`config.mk`:
```
export PLATFORM = sky130hd
export DESIGN_NAME = dma_copy_master
export DESIGN_NICKNAME = d
export VERILOG_FILES = /design/src/rtl/dma_copy_master.sv
export SDC_FILE = /design/constraint.sdc
export NUM_CORES = 1
export LEC_CHECK = 0
export CAP_MARGIN = 10
export CORE_AREA = 2 2 118 120
export DETAILED_ROUTE_END_ITERATION = 8
export DIE_AREA = 0 0 120 122
export GPL_TIMING_DRIVEN = 0
export PLACE_DENSITY = 0.63
export SLEW_MARGIN = 25
export SYNTH_ARGS = -nofsm -noshare
export SYNTH_HDL_FRONTEND = slang
export SYNTH_SLANG_ARGS = --single-unit
export TNS_END_PERCENT = 10
```
`constraint.sdc`:
```
create_clock -name clk -period 3.6 [get_ports clk]
set_clock_uncertainty 0.2 [all_clocks]
set_input_delay 0.72 -clock clk [delete_from_list [all_inputs] [get_ports clk]]
set_output_delay 0.72 -clock clk [all_outputs]
set_load 0.005 [all_outputs]
```
`src/rtl/dma_copy_master.sv`:
```
// Word-granular DMA copy engine: copies CNT words from SRC to DST using alternating read/write beats.
// Build macro DMA_GUARD_EN blocks beats that would touch the protected secure-data or counter regions.
module dma_copy_master #(
  parameter logic [13:0] BASE_ADDR  = 14'h0090,
  parameter logic [15:0] SDATA_BASE = 16'h0400,
  parameter logic [15:0] SDATA_SIZE = 16'h0C00,
  parameter logic [15:0] CTR_BASE   = 16'h9000,
  parameter logic [15:0] CTR_SIZE   = 16'h001F
) (
  input  logic        clk,
  input  logic        reset,
  input  logic [13:0] per_addr,
  input  logic [15:0] per_din,
  input  logic        per_en,
  input  logic [1:0]  per_we,
  output logic [15:0] per_dout,
  output logic [15:0] dma_addr,
  output logic        dma_en,
  output logic [1:0]  dma_we,
  output logic [15:0] dma_dout,
  input  logic [15:0] dma_din,
  input  logic        dma_ready,
  output logic        irq
);

`ifdef DMA_GUARD_EN
  localparam bit GUARD_EN = 1'b1;
`else
  localparam bit GUARD_EN = 1'b0;
`endif

  typedef enum logic [1:0] {IDLE, RD, WR} state_t;

  state_t      state, state_next;
  logic [15:0] src, dst, cnt;
  logic        done, err;
  logic        set_done, set_err;

  logic [13:0] reg_off;
  logic        sel, reg_wr, busy, start_cmd;
  logic [15:0] src_inc, dst_inc, cnt_dec;
  logic        hit_src, hit_dst, hit_src_inc;

  // Region bounds are widened to 17 bits so a region ending at 16'hFFFF+1 still compares correctly.
  function automatic logic in_region(input logic [15:0] a, input logic [15:0] base,
                                     input logic [15:0] size);
    logic [16:0] top;
    top = {1'b0, base} + {1'b0, size};
    return ({1'b0, a} >= {1'b0, base}) && ({1'b0, a} < top);
  endfunction

  function automatic logic is_protected(input logic [15:0] a);
    return GUARD_EN && (in_region(a, SDATA_BASE, SDATA_SIZE) || in_region(a, CTR_BASE, CTR_SIZE));
  endfunction

  assign reg_off     = per_addr - BASE_ADDR;
  assign sel         = (reg_off < 14'd4);
  assign reg_wr      = per_en && sel && (per_we != 2'b00);
  assign busy        = (state != IDLE);
  assign start_cmd   = reg_wr && (reg_off[1:0] == 2'd3) && per_din[0] && !busy;
  assign src_inc     = src + 16'd2;
  assign dst_inc     = dst + 16'd2;
  assign cnt_dec     = cnt - 16'd1;
  assign hit_src     = is_protected(src);
  assign hit_dst     = is_protected(dst);
  assign hit_src_inc = is_protected(src_inc);

  always_ff @(posedge clk) begin
    if (reset) state <= IDLE;
    else       state <= state_next;
  end

  always_comb begin
    state_next = state;
    unique case (state)
      IDLE:    if (start_cmd && (cnt != 16'd0) && !hit_src) state_next = RD;
      RD:      if (dma_ready) state_next = hit_dst ? IDLE : WR;
      WR:      if (dma_ready) state_next = ((cnt_dec == 16'd0) || hit_src_inc) ? IDLE : RD;
      default: state_next = IDLE;
    endcase
  end

  always_comb begin
    dma_en   = 1'b0;
    set_done = 1'b0;
    set_err  = 1'b0;
    unique case (state)
      IDLE: begin
        if (start_cmd) begin
          if (cnt == 16'd0) set_done = 1'b1;
          else if (hit_src) set_err = 1'b1;
        end
      end
      RD: begin
        dma_en = 1'b1;
        if (dma_ready && hit_dst) set_err = 1'b1;
      end
      WR: begin
        dma_en = 1'b1;
        if (dma_ready) begin
          if (cnt_dec == 16'd0) set_done = 1'b1;
          else if (hit_src_inc) set_err = 1'b1;
        end
      end
      default: ;
    endcase
  end

  // Bus-side registers are loaded only on state transitions, so they hold steady through stalls.
  always_ff @(posedge clk) begin
    if (reset) begin
      src      <= '0;
      dst      <= '0;
      cnt      <= '0;
      done     <= 1'b0;
      err      <= 1'b0;
      irq      <= 1'b0;
      dma_addr <= '0;
      dma_we   <= '0;
      dma_dout <= '0;
    end else begin
      irq <= set_done || set_err;
      if (reg_wr && !busy) begin
        case (reg_off[1:0])
          2'd0:    src <= {per_din[15:1], 1'b0};
          2'd1:    dst <= {per_din[15:1], 1'b0};
          2'd2:    cnt <= per_din;
          default: ;
        endcase
      end
      if (reg_wr && (reg_off[1:0] == 2'd3)) begin
        if (per_din[2]) done <= 1'b0;
        if (per_din[3]) err  <= 1'b0;
      end
      if (start_cmd) begin
        done <= 1'b0;
        err  <= 1'b0;
      end
      if (set_done) done <= 1'b1;
      if (set_err)  err  <= 1'b1;
      if ((state == RD) && dma_ready) dma_dout <= dma_din;
      if ((state == WR) && dma_ready) begin
        src <= src_inc;
        dst <= dst_inc;
        cnt <= cnt_dec;
      end
      if ((state == IDLE) && (state_next == RD)) begin
        dma_addr <= src;
        dma_we   <= 2'b00;
      end
      if ((state == RD) && (state_next == WR)) begin
        dma_addr <= dst;
        dma_we   <= 2'b11;
      end
      if ((state == WR) && (state_next == RD)) begin
        dma_addr <= src_inc;
        dma_we   <= 2'b00;
      end
      if (busy && (state_next == IDLE)) dma_we <= 2'b00;
    end
  end

  always_comb begin
    per_dout = '0;
    if (per_en && sel && (per_we == 2'b00)) begin
      case (reg_off[1:0])
        2'd0:    per_dout = src;
        2'd1:    per_dout = dst;
        2'd2:    per_dout = cnt;
        default: per_dout = {12'd0, err, done, busy, 1'b0};
      endcase
    end
  end

endmodule
```
Word-level counts from Yosys, hierarchy flattened
Index checks and enable logic that the tools add are counted.
{"block": "word_totals", "reg_bits": 86, "latch_bits": 0, "ram_bits": 0, "rom_bits": 0, "elab_cells": 90, "memories": 0}
{"block": "classes", "addsub": 4, "n_mul": 0, "div": 0, "magnitude_cmp": 1, "n_eq_ne": 7, "shift": 0, "n_mux": 31, "n_bitwise": 0, "n_reduce_logical": 38}
{"cell": "two-way mux 16 bit", "count": 13}
{"cell": "one-hot mux 16 bit (3 select lines)", "count": 1}
{"cell": "adder 16 x 2 -> 16 bit (second input constant)", "count": 2}
{"cell": "zero test 16 bit", "count": 2}
{"cell": "nonzero test 16 bit", "count": 1}
{"cell": "subtractor 16 x 1 -> 16 bit (second input constant)", "count": 1}
{"cell": "logical AND 1 bit", "count": 14}
{"cell": "less-than comparator 14 x 3 -> 1 bit (second input constant)", "count": 1}
{"cell": "nonzero test 2 bit", "count": 7}
{"cell": "subtractor 14 x 8 -> 14 bit (second input constant)", "count": 1}
{"cell": "two-way mux 1 bit", "count": 10}
{"cell": "two-way mux 2 bit", "count": 5}
{"cell": "nonzero test 3 bit", "count": 3}
{"cell": "== test 2 bit (second input constant)", "count": 4}
{"cell": "zero test 2 bit", "count": 4}
{"cell": "AND reduction 2 bit", "count": 4}
{"cell": "== test 2 x 1 -> 1 bit (second input constant)", "count": 3}
{"cell": "one-hot mux 2 bit (3 select lines)", "count": 1}
{"cell": "OR reduction 3 bit", "count": 1}
{"cell": "one-hot mux 1 bit (2 select lines)", "count": 1}
{"cell": "OR reduction 2 bit", "count": 1}
{"cell": "zero test 1 bit", "count": 1}

Depth between registers and ports, before layout
Gate-level depths: netlist of the first run.
{"block": "logic_depth", "depth_word": 15, "ltp_mapped": 16, "depth_no_buf": 11}

Least setup slack after synthesis of the first run
No wires, ideal clock.
{"block": "synth_timing", "path_type": "reg-to-reg", "startpoint": "reg cnt[0]", "endpoint": "reg dma_addr[10]", "arrival_ns": 3.014, "t_required_ns": 3.283, "path_slack_ns": 0.268, "stages_incl_launch_ff": 15, "path_buffers": 3, "path_cell_list": "dfxtp_1 > clkbuf_1 > inv_1 > ha_1 > buf_2 > or4b_1 > buf_2 > xnor2_1 > o31ai_1 > nand4_4 > o21a_1 > o21ai_4 > a21oi_4 > o21a_1 > a32o_1"}
{"block": "synth_via", "elab_chain_cells": 9, "elab_cells_between_ends": 16}
{"item": "start: declaration", "line": "35", "text": "logic [15:0] src, dst, cnt;"}
{"item": "start signal: assignment", "line": "127", "text": "2'd2: cnt <= per_din;"}
{"item": "start signal: assignment", "line": "145", "text": "cnt <= cnt_dec;"}
{"item": "subtractor 16 x 1 -> 16 bit", "line": "63", "text": "assign cnt_dec = cnt - 16'd1;"}
{"item": "zero test 16 bit", "line": "78", "text": "WR: if (dma_ready) state_next = ((cnt_dec == 16'd0) || hit_src_inc) ? IDLE : RD;"}
{"item": "two-way mux 1 bit", "line": "78"}
{"item": "two-way mux 2 bit", "line": "78"}
{"item": "one-hot mux 2 bit (3 select lines) (*)", "line": "75", "text": "unique case (state)"}
{"item": "== test 2 bit", "line": "151", "text": "if ((state == RD) && (state_next == WR)) begin"}
{"item": "logical AND 1 bit", "line": "151"}
{"item": "two-way mux 16 bit", "line": "151"}
{"item": "two-way mux 16 bit", "line": "155", "text": "if ((state == WR) && (state_next == RD)) begin"}
{"item": "end signal: assignment", "line": "148", "text": "dma_addr <= src;"}
{"item": "end signal: assignment", "line": "152", "text": "dma_addr <= dst;"}
{"item": "end signal: assignment", "line": "156", "text": "dma_addr <= src_inc;"}
{"item": "end: declaration", "line": "17", "text": "output logic [15:0] dma_addr,"}
Mark *: on every way between the ends. The rest lies on a longest branch, timed or not.
A chain may end at the register's enable or synchronous reset.

Final worst setup path of the first run
Ends and elaborated chain as after synthesis.

==> flow_metrics.env, run 1 <==
export IMPL_status="finished, final reports clean"
export IMPL_slew_headroom=0.492
export IMPL_grt_pass1_vias=5551
export IMPL_wl_um=20200
export IMPL_vias=5992
export IMPL_antenna_found_initial=0
export IMPL_max_vdd_ir_drop_mv=0.186
export IMPL_synth_most_common_cell="nor2_1"
export IMPL_place_congestion=0.947
export IMPL_slowest_delay_ps=430
export IMPL_cap_violations=0
export IMPL_met2_length_um=8880
export IMPL_cts_tree="done"
export IMPL_cp_max_fo=12
export IMPL_fin_util=0.514
export IMPL_yosys_cell_types_count=75
export IMPL_startpoint_type="flip-flop"
export IMPL_synth_top_area_frac=0.316
export IMPL_clock_latency_ps=360
export IMPL_p_int_uw=1520
export IMPL_rsz0062_at_grt="true"
export IMPL_hold_path_class="reg -> reg"
export IMPL_synth_area_top_cells="dfxtp_1 (32%), nor2_1 (6.8%), a21oi_1 (6.3%)"
export IMPL_portBuffers=100
export IMPL_netlist_instances=695
export IMPL_grtUsageTotal=0.271
export IMPL_ys_seq_area_frac=0.316
export IMPL_end_kind="flip-flop"
export IMPL_final_nets=870
export IMPL_drt_pass1_iterations=5
export IMPL_finalCritPeriodShare=0.983
export IMPL_powerDensity_nw_per_um2=287
export IMPL_cts_buffers=9
export IMPL_drive_gt1_frac=0.0984
export IMPL_clock_sinks=82
export IMPL_synth_warnings=0
export IMPL_p_leak_uw=0.00263
export IMPL_fin_area_um2=6940
export IMPL_swShare=0.234
export IMPL_syn_area_um2=5200
export IMPL_slew_viol_final=0
export IMPL_finalSetupViolCount=0
export IMPL_synth_seq_cells=82
export IMPL_critPathKind="reg -> reg"
export IMPL_die_height_um=122
export IMPL_synth_nets=756
export IMPL_dr_wl_met3_um=1760
export IMPL_syn_area_per_cell_um2=7.48
export IMPL_drtIter0Drc=626
export IMPL_place_area_um2=6430
export IMPL_placed_cells=975
export IMPL_grt_pass1_wl_um=30500
export IMPL_ys_flop_type="dfxtp_1"
export IMPL_worst_pin_slew_ps=755
export IMPL_dp_hpwl_um=15100
export IMPL_area_growth_synth_to_final_pct=33.4
export IMPL_cts_clk_slew_worst_paths_ps=60
export IMPL_total_power_uw=1990
export IMPL_die_area_um2=14600
export IMPL_hold_viol=0
export IMPL_clock_power_share=0.476
export IMPL_ios=104
export IMPL_die_w_um=120
export IMPL_coreArea_um2=13500
export IMPL_route_layer_met1_wl_um=8920
export IMPL_netlist_top_cells_count="nor2_1 (94), nand2_1 (85), dfxtp_1 (82)"
export IMPL_max_freq_mhz=283
export IMPL_h_tree_depth=3
export IMPL_row_count=43
export IMPL_cts_root_buf="clkbuf_16"
export IMPL_drc=0
export IMPL_grt_max_degree=14
export IMPL_sequentialPowerShare=0.456
export IMPL_clockBufferDepth=2
export IMPL_path_cells="inv_1 > ha_1 > clkbuf_4 > or4b_1 > buf_2 > xnor2_1 > o31ai_2 > nand4_4 > o21a_2 > o21ai_4 > a21oi_4 > o21a_1 > a32o_1"
export IMPL_slowest_stage="or4b_1"
export IMPL_async_flop_share=0
export IMPL_viasPerCell=6.03
export IMPL_fin_crit_ps=3540
export IMPL_ant_nets=0
export IMPL_required_ps=3640
export IMPL_synth_edff_count=0
export IMPL_instances_no_fill=993
export IMPL_synth_area_leader_cell="dfxtp_1"
export IMPL_start_util=0.385
export IMPL_p_switching_uw=466
export IMPL_overflow=0
export IMPL_wire_per_inst_um=20.3
export IMPL_critPathArrivalTime_ps=3580
export IMPL_power_share_combinational=0.068
export IMPL_num_antenna_cells=0
export IMPL_top_layer="met4"
## layout by cell type (no fill, tap or decap), types with 20 or more instances in the layout
master           instances
a21oi_1                 65
clkbuf_1                29
a211oi_1                20
dfxtp_1                 80
nand2_1                 84
nand3_1                 33
nor3_1                  22
clkdlybuf4s50_1         86
o21ai_0                 32
nor2_1                  90
## sequential cells by signal (all words and copies together), names as in the netlist
name      flops
dma_we        1
dma_dout     16
irq           1
dst          15
done          1
dma_addr     15
cnt          16
state         2
src          15
## critical path, delay by kind of cell (launching register included)
family          cells  cell delay, ps
flops               1             380
fa+ha+maj           1             140
compound gates      6            1430
simple gates        2             630
buf+inv             3             470
xor+xnor            1             150
## worst paths after layout
path | startpoint | endpoint | slack [ps] | depth (start not counted)
setup / recovery | cnt[0] | dma_addr[10] | 60 | 13
setup reg to reg | cnt[0] | dma_addr[10] | 60 | 13
hold / removal | dma_dout[10] | dma_dout[10] | 250 | 2
hold reg to reg | dma_dout[10] | dma_dout[10] | 250 | 2
## stage by stage
step	hold slack (ps)	setup WS (ps)	TNS, ps
floorplan	253	268	0
global placement	243	-687	-15530
detailed placement	246	-660	-13980
CTS	254	-3.80	-3.80
global route	280	-83.3	-275
finish	255	61.9	0
## kinds of logic after synthesis
kind of cell | share of synthesized area
multiplexers | 0.0370
XOR/XNOR | 0.0101
AND/OR/NAND/NOR | 0.283
flip-flops | 0.316
buffers and inverters | 0.0558
other | 0.000721
adder cells (fa/ha/maj) | 0.0217
AO/OA/AOI/OAI | 0.276
## routing by layer
layer / global-route usage / up-vias
li1: - / 2780
met1: 0.375 / 2868
met2: 0.411 / 300
met3: 0.0520 / 44
met4: 0.120 / 0
met5: 0 / -
## final cells by class
type | instances | area [µm²]
Inverter | 9 | 33.8
Buffer | 52 | 280
Clock buffer | 10 | 239
Tap cell | 180 | 225
Timing Repair Buffer | 104 | 1060
Multi-Input combinational cell | 551 | 3400
Sequential cell | 82 | 1640
Fill cell | 1363 | 6570
Clock inverter | 5 | 55.1
## power by group through the flow
stage | Sequential [µW] | Combinational (µW) | Clock (µW)
CTS | 907 | 131 | 959
global route | 907 | 142 | 983
finish | 907 | 135 | 946
global placement | 927 | 127 | 0
detailed placement | 927 | 128 | 0
floorplan | 927 | 42.4 | 0
## timing repair
action / CTS / global route
hold endpoints to repair: 0 / 0
setup endpoints to repair: 32 / 48
setup buffers: 1 / 3
pin swaps: 2 / 15
cloned: 0 / 3
hold buffers: 0 / 0
gates resized for setup: 26 / 30
Note: power is estimated with default switching activity, not from simulation.
==> run 2, diff against run 1 <==
- PLACE_DENSITY: 0.63 -> 0.66
- SLEW_MARGIN: 25 -> 20
==> flow_metrics.env, run 2 (synthesis gave the netlist of run 1 again) <==
export IMPL_place_worst_setup_slack_ps=-765
export IMPL_grt_pass1_wl_um=31200
export IMPL_slew_viol_final=0
export IMPL_slowest_delay_ps=590
export IMPL_viasPerCell=6.09
export IMPL_worst_path_most_repeated_cell="clkdlybuf4s50_1"
export IMPL_slowest_stage="clkdlybuf4s50_1"
export IMPL_hold_path_class="reg -> reg"
export IMPL_hold_viol=0
export IMPL_cts_clk_slew_worst_paths_ps=70
export IMPL_end_kind="output port"
export IMPL_status="finished, violations left"
export IMPL_die_w_um=120
export IMPL_wire_per_inst_um=21.0
export IMPL_ios=104
export IMPL_ant_nets=0
export IMPL_fillCellCount=1330
export IMPL_finalSetupViolCount=3
export IMPL_clock_latency_ps=350
export IMPL_layout_commonest_cell="nor2_1"
export IMPL_critPathArrivalTime_ps=2720
export IMPL_cts_buffers=9
export IMPL_vias=6077
export IMPL_finalCritPeriodShare=1.01
export IMPL_required_ps=2680
export IMPL_grt_pass1_vias=5601
export IMPL_hold_path_cell_count=2
export IMPL_largestRegisters="cnt (16), dma_dout (16)"
export IMPL_start_util=0.385
export IMPL_total_power_uw=2080
export IMPL_holdWs_ps=261
export IMPL_area_growth_synth_to_final_pct=35.7
export IMPL_r2r_slack_ps=40
export IMPL_clock_sinks=82
export IMPL_final_nets=874
export IMPL_worstHoldStart="dma_dout[9]"
export IMPL_drt_pass1_iterations=6
export IMPL_drtIter0Drc=767
export IMPL_worst_pin_slew_ps=933
export IMPL_cts_tree="done"
export IMPL_startpoint_type="primary input"
export IMPL_overflow=0
export IMPL_r2r_start="cnt[1]"
export IMPL_mostFrequentLayoutCells="nor2_1 (90), clkdlybuf4s50_1 (87), nand2_1 (85), dfxtp_1 (79), a21oi_1 (65)"
export IMPL_place_congestion=0.972
export IMPL_powerDensity_nw_per_um2=294
export IMPL_die_height_um=122
export IMPL_rsz0062_at_grt="true"
export IMPL_seq_area_um2=1650
export IMPL_grtUsageTotal=0.277
export IMPL_max_vdd_ir_drop_mv=0.215
export IMPL_coreArea_um2=13500
export IMPL_path_cells="clkdlybuf4s50_1 > nor2b_1 > clkbuf_2 > clkbuf_4 > a21oi_1 > nor2_2 > clkdlybuf4s50_1"
export IMPL_fin_util=0.523
export IMPL_grt_max_degree=16
export IMPL_wl_um=20900
export IMPL_dp_hpwl_um=14900
export IMPL_drc=0
export IMPL_fin_crit_ps=3640
export IMPL_portBuffers=100
export IMPL_violations="negative setup slack"
export IMPL_clockBufferDepth=2
export IMPL_cp_buffers_inverters=4
export IMPL_cpLargestDelayFamily="buffers and inverters"
export IMPL_worstHoldEndpoint="dma_dout[9]"
export IMPL_num_antenna_cells=0
export IMPL_row_count=43
export IMPL_setup_ws_ps=-43.2
export IMPL_p_leak_uw=0.00268
export IMPL_max_freq_mhz=274
export IMPL_cap_violations=0
export IMPL_die_area_um2=14600
export IMPL_cts_root_buf="clkbuf_16"
export IMPL_reg2reg_depth=15
export IMPL_fin_setup_tns_ps=-68.2
export IMPL_h_tree_depth=3
export IMPL_slew_headroom=0.373
export IMPL_cp_max_fo=10
export IMPL_critPathKind="in -> out"
export IMPL_antenna_found_initial=0
export IMPL_drive_gt1_frac=0.116
export IMPL_holdBufCountCts=0
export IMPL_multiInputGateArea_um2=3430
export IMPL_rr_endpoint="dma_addr[5]"
[run 2: cell count changes in the layout (fill, tap and decap cells not counted), sizes merged]
cell           before  now
buf                22   29
bufinv              1    2
clkbuf             44   42
clkdlybuf4s15       1    0
clkdlybuf4s50      86   87
clkinv              2    0
clkinvlp            2    3
dlygate4sd2         1    0
inv                 9   11
nand2              88   87
[run 2: how the worst max path moves through the flow]
stage | startpoint | end | slack (ps) | cells after the start
floorplan | cnt[0] | dma_addr[10] | 270 | 14
global placement | per_addr[0] | per_dout[15] | -670 | 8
detailed placement | per_addr[0] | per_dout[15] | -770 | 8
CTS | per_addr[4] | per_dout[1] | -8 | 6
global route | per_addr[5] | src[2] | -150 | 10
finish | per_addr[1] | per_dout[13] | -40 | 7
[run 2: worst min-delay path, stage by stage (launching register included)]
cell and delay, ps:
dfxtp_1 310, nand2_1 50, a21oi_1 50
[run 2: per-layer routing]
layer  share of wire  GRT usage  up-vias
met1            0.42      0.383     2901
met3           0.091     0.0426       47
met5               0          0        -
met4           0.027      0.103        0
met2            0.46      0.438      335
li1                -          -     2794
[run 2: layout make-up]
| type | instances | share of cell area |
|---|---|---|
| multi-input cells | 550 | 0.486 |
| flip-flops and latches | 82 | 0.234 |
| repair buffers | 110 | 0.158 |
| plain buffers | 51 | 0.0402 |
| clock buffers | 9 | 0.0319 |
| well taps | 180 | 0.0319 |
| clock inverters | 7 | 0.0142 |
| inverters | 9 | 0.00478 |
[run 2: metrics by stage]
step / std cells / area (µm²)
2_1_floorplan: 695 / 5200
3_3_place_gp: 975 / 6430
3_5_place_dp: 975 / 6440
4_1_cts: 990 / 6850
5_1_grt: 998 / 7060
6_report: 998 / 7060
[run 2: repair_timing]
action | in CTS | in global routing
resized for setup | 29 | 49
pin swaps | 3 | 8
setup endpoints to repair | 33 | 64
setup buffers | 3 | 7
cloned | 0 | 2
[run 2: report_power, final]
group          switching (µW)  leakage [µW]  internal (µW)
sequential             0.0204      0.000662            905
combinational            72.4       0.00187           64.2
clock                     424      0.000149            613
total                     497       0.00268           1580
==> run 3, diff against run 2 <==
- RECOVER_POWER: unset -> 25
- SKIP_LAST_GASP: unset -> 1
==> flow_metrics.env, run 3 (synthesis gave the netlist of run 1 again) <==
export IMPL_status="finished, violations left"
export IMPL_violations="negative setup slack"
export IMPL_finalSetupViolCount=7
export IMPL_holdWs_ps=257
export IMPL_die_area_um2=14600
export IMPL_required_ps=2680
export IMPL_h_tree_depth=3
export IMPL_hold_viol=0
export IMPL_final_nets=877
export IMPL_dr_wl_met3_um=1770
export IMPL_overflow=0
export IMPL_coreArea_um2=13500
export IMPL_met2_length_um=9620
export IMPL_fin_area_um2=7010
export IMPL_cp_max_fo=10
export IMPL_cap_violations=0
export IMPL_die_w_um=120
export IMPL_end_kind="output port"
export IMPL_cp_buffers_inverters=4
export IMPL_drt_pass1_iterations=5
export IMPL_portBuffers=100
export IMPL_clock_latency_ps=360
export IMPL_wire_per_inst_um=20.8
export IMPL_top_layer="met4"
export IMPL_grt_pass1_vias=5603
export IMPL_slew_headroom=0.381
export IMPL_vias=6084
export IMPL_viasPerCell=6.08
export IMPL_wl_um=20800
export IMPL_finalCritPeriodShare=1.02
export IMPL_cts_clk_slew_worst_paths_ps=60
export IMPL_p_leak_uw=0.00252
export IMPL_cts_buffers=9
export IMPL_clockBufferDepth=2
export IMPL_worst_pin_slew_ps=921
export IMPL_placed_cells=975
export IMPL_grt_pass1_wl_um=31100
export IMPL_max_freq_mhz=273
export IMPL_ios=104
export IMPL_route_layer_met1_wl_um=8850
export IMPL_startpoint_type="primary input"
export IMPL_dp_hpwl_um=14900
export IMPL_hold_path_class="reg -> reg"
export IMPL_path_cells="clkdlybuf4s50_1 > nor2b_1 > clkbuf_2 > clkbuf_2 > a21oi_1 > nor2_1 > clkdlybuf4s50_1"
export IMPL_ant_nets=0
export IMPL_num_antenna_cells=0
export IMPL_row_count=43
export IMPL_cp_num_cells=7
export IMPL_r2r_slack_ps=10
export IMPL_largestRegisters="cnt (16), dma_dout (16)"
export IMPL_grt_max_degree=16
export IMPL_rsz0062_at_grt="true"
export IMPL_place_worst_setup_slack_ps=-765
export IMPL_cts_root_buf="clkbuf_16"
export IMPL_antenna_found_initial=0
export IMPL_die_height_um=122
export IMPL_place_congestion=0.972
export IMPL_fin_setup_tns_ps=-175
export IMPL_drc=0
export IMPL_layout_commonest_cell="nor2_1"
export IMPL_critPathKind="in -> out"
export IMPL_clock_sinks=82
export IMPL_slowest_stage="clkdlybuf4s50_1"
export IMPL_mostFrequentLayoutCells="nor2_1 (91), nand2_1 (85), clkdlybuf4s50_1 (81), dfxtp_1 (80), a21oi_1 (65)"
export IMPL_cts_tree="done"
export IMPL_cpLargestDelayFamily="buffers and inverters"
export IMPL_powerDensity_nw_per_um2=296
export IMPL_fin_crit_ps=3670
export IMPL_drtIter0Drc=664
export IMPL_holdBufCountCts=0
export IMPL_area_growth_synth_to_final_pct=34.8
export IMPL_start_util=0.385
export IMPL_place_area_um2=6440
export IMPL_slew_viol_final=0
export IMPL_fillCellCount=1338
export IMPL_setup_ws_ps=-65.2
export IMPL_drive_gt1_frac=0.111
export IMPL_slowest_delay_ps=580
export IMPL_instances_no_fill=1001
export IMPL_hold_path_cell_count=2
export IMPL_reg2reg_depth=15
export IMPL_max_vdd_ir_drop_mv=0.214
export IMPL_grtUsageTotal=0.277
export IMPL_critPathArrivalTime_ps=2750
run 3: cell types whose count changed in the layout (fill, tap and decap cells not counted), sizes merged:
| cell | before | now |
|---|---|---|
| dlymetal6s2s | 12 | 0 |
| dlygate4sd3 | 0 | 18 |
| clkbuf | 42 | 44 |
| dlygate4sd2 | 0 | 1 |
| clkdlybuf4s50 | 87 | 81 |
run 3: worst paths after layout:
| kind | start | to |
|---|---|---|
| max reg2reg | cnt[1] | dma_addr[12] |
| max | per_addr[1] | per_dout[13] |
| min | dma_dout[9] | dma_dout[9] |
| min reg2reg | dma_dout[9] | dma_dout[9] |
run 3: final cells by class:
cell class              instances  area, µm²  share of cell area
plain buffers                  52        269              0.0384
clock buffers                   9        225              0.0321
clock inverters                 7        100              0.0143
inverters                       9       33.8             0.00482
multi-input cells             550       3410               0.486
flip-flops and latches         82       1650               0.235
well taps                     180        225              0.0321
repair buffers                112       1100               0.157
run 3: what timing repair did:
action                     CTS  global route
setup endpoints to repair   33            64
setup buffers                3             8
cloned                       0             3
gates resized for setup     18            30
pin swaps                    3             9
run 3: per-stage QoR:
stage               power [µW]  utilization
finish                    2080        0.519
floorplan                  970            -
detailed placement        1060        0.477
global route              2120        0.519
global placement          1050        0.476
CTS                       2080        0.504
run 3: routing by layer:
| metal | GRT usage | up-vias |
|---|---|---|
| met2 | 0.437 | 325 |
| li1 | - | 2804 |
| met1 | 0.381 | 2900 |
| met3 | 0.0435 | 55 |
| met4 | 0.103 | 0 |
| met5 | 0 | - |
run 3: worst reg2reg max path, delay by kind of cell, from the launching register on:
family | cells | cell delay [ps]
flip-flops | 1 | 390
AND/OR/NAND/NOR | 3 | 730
adder cells (fa/ha/maj) | 1 | 140
AO/OA/AOI/OAI | 4 | 850
XOR/XNOR | 1 | 150
buffers and inverters | 6 | 1020
run 3: power breakdown:
group | total, µW | switching, µW | internal [µW]
Combinational | 135 | 71.8 | 63.7
Clock | 1040 | 425 | 613
Sequential | 905 | 0.0203 | 905
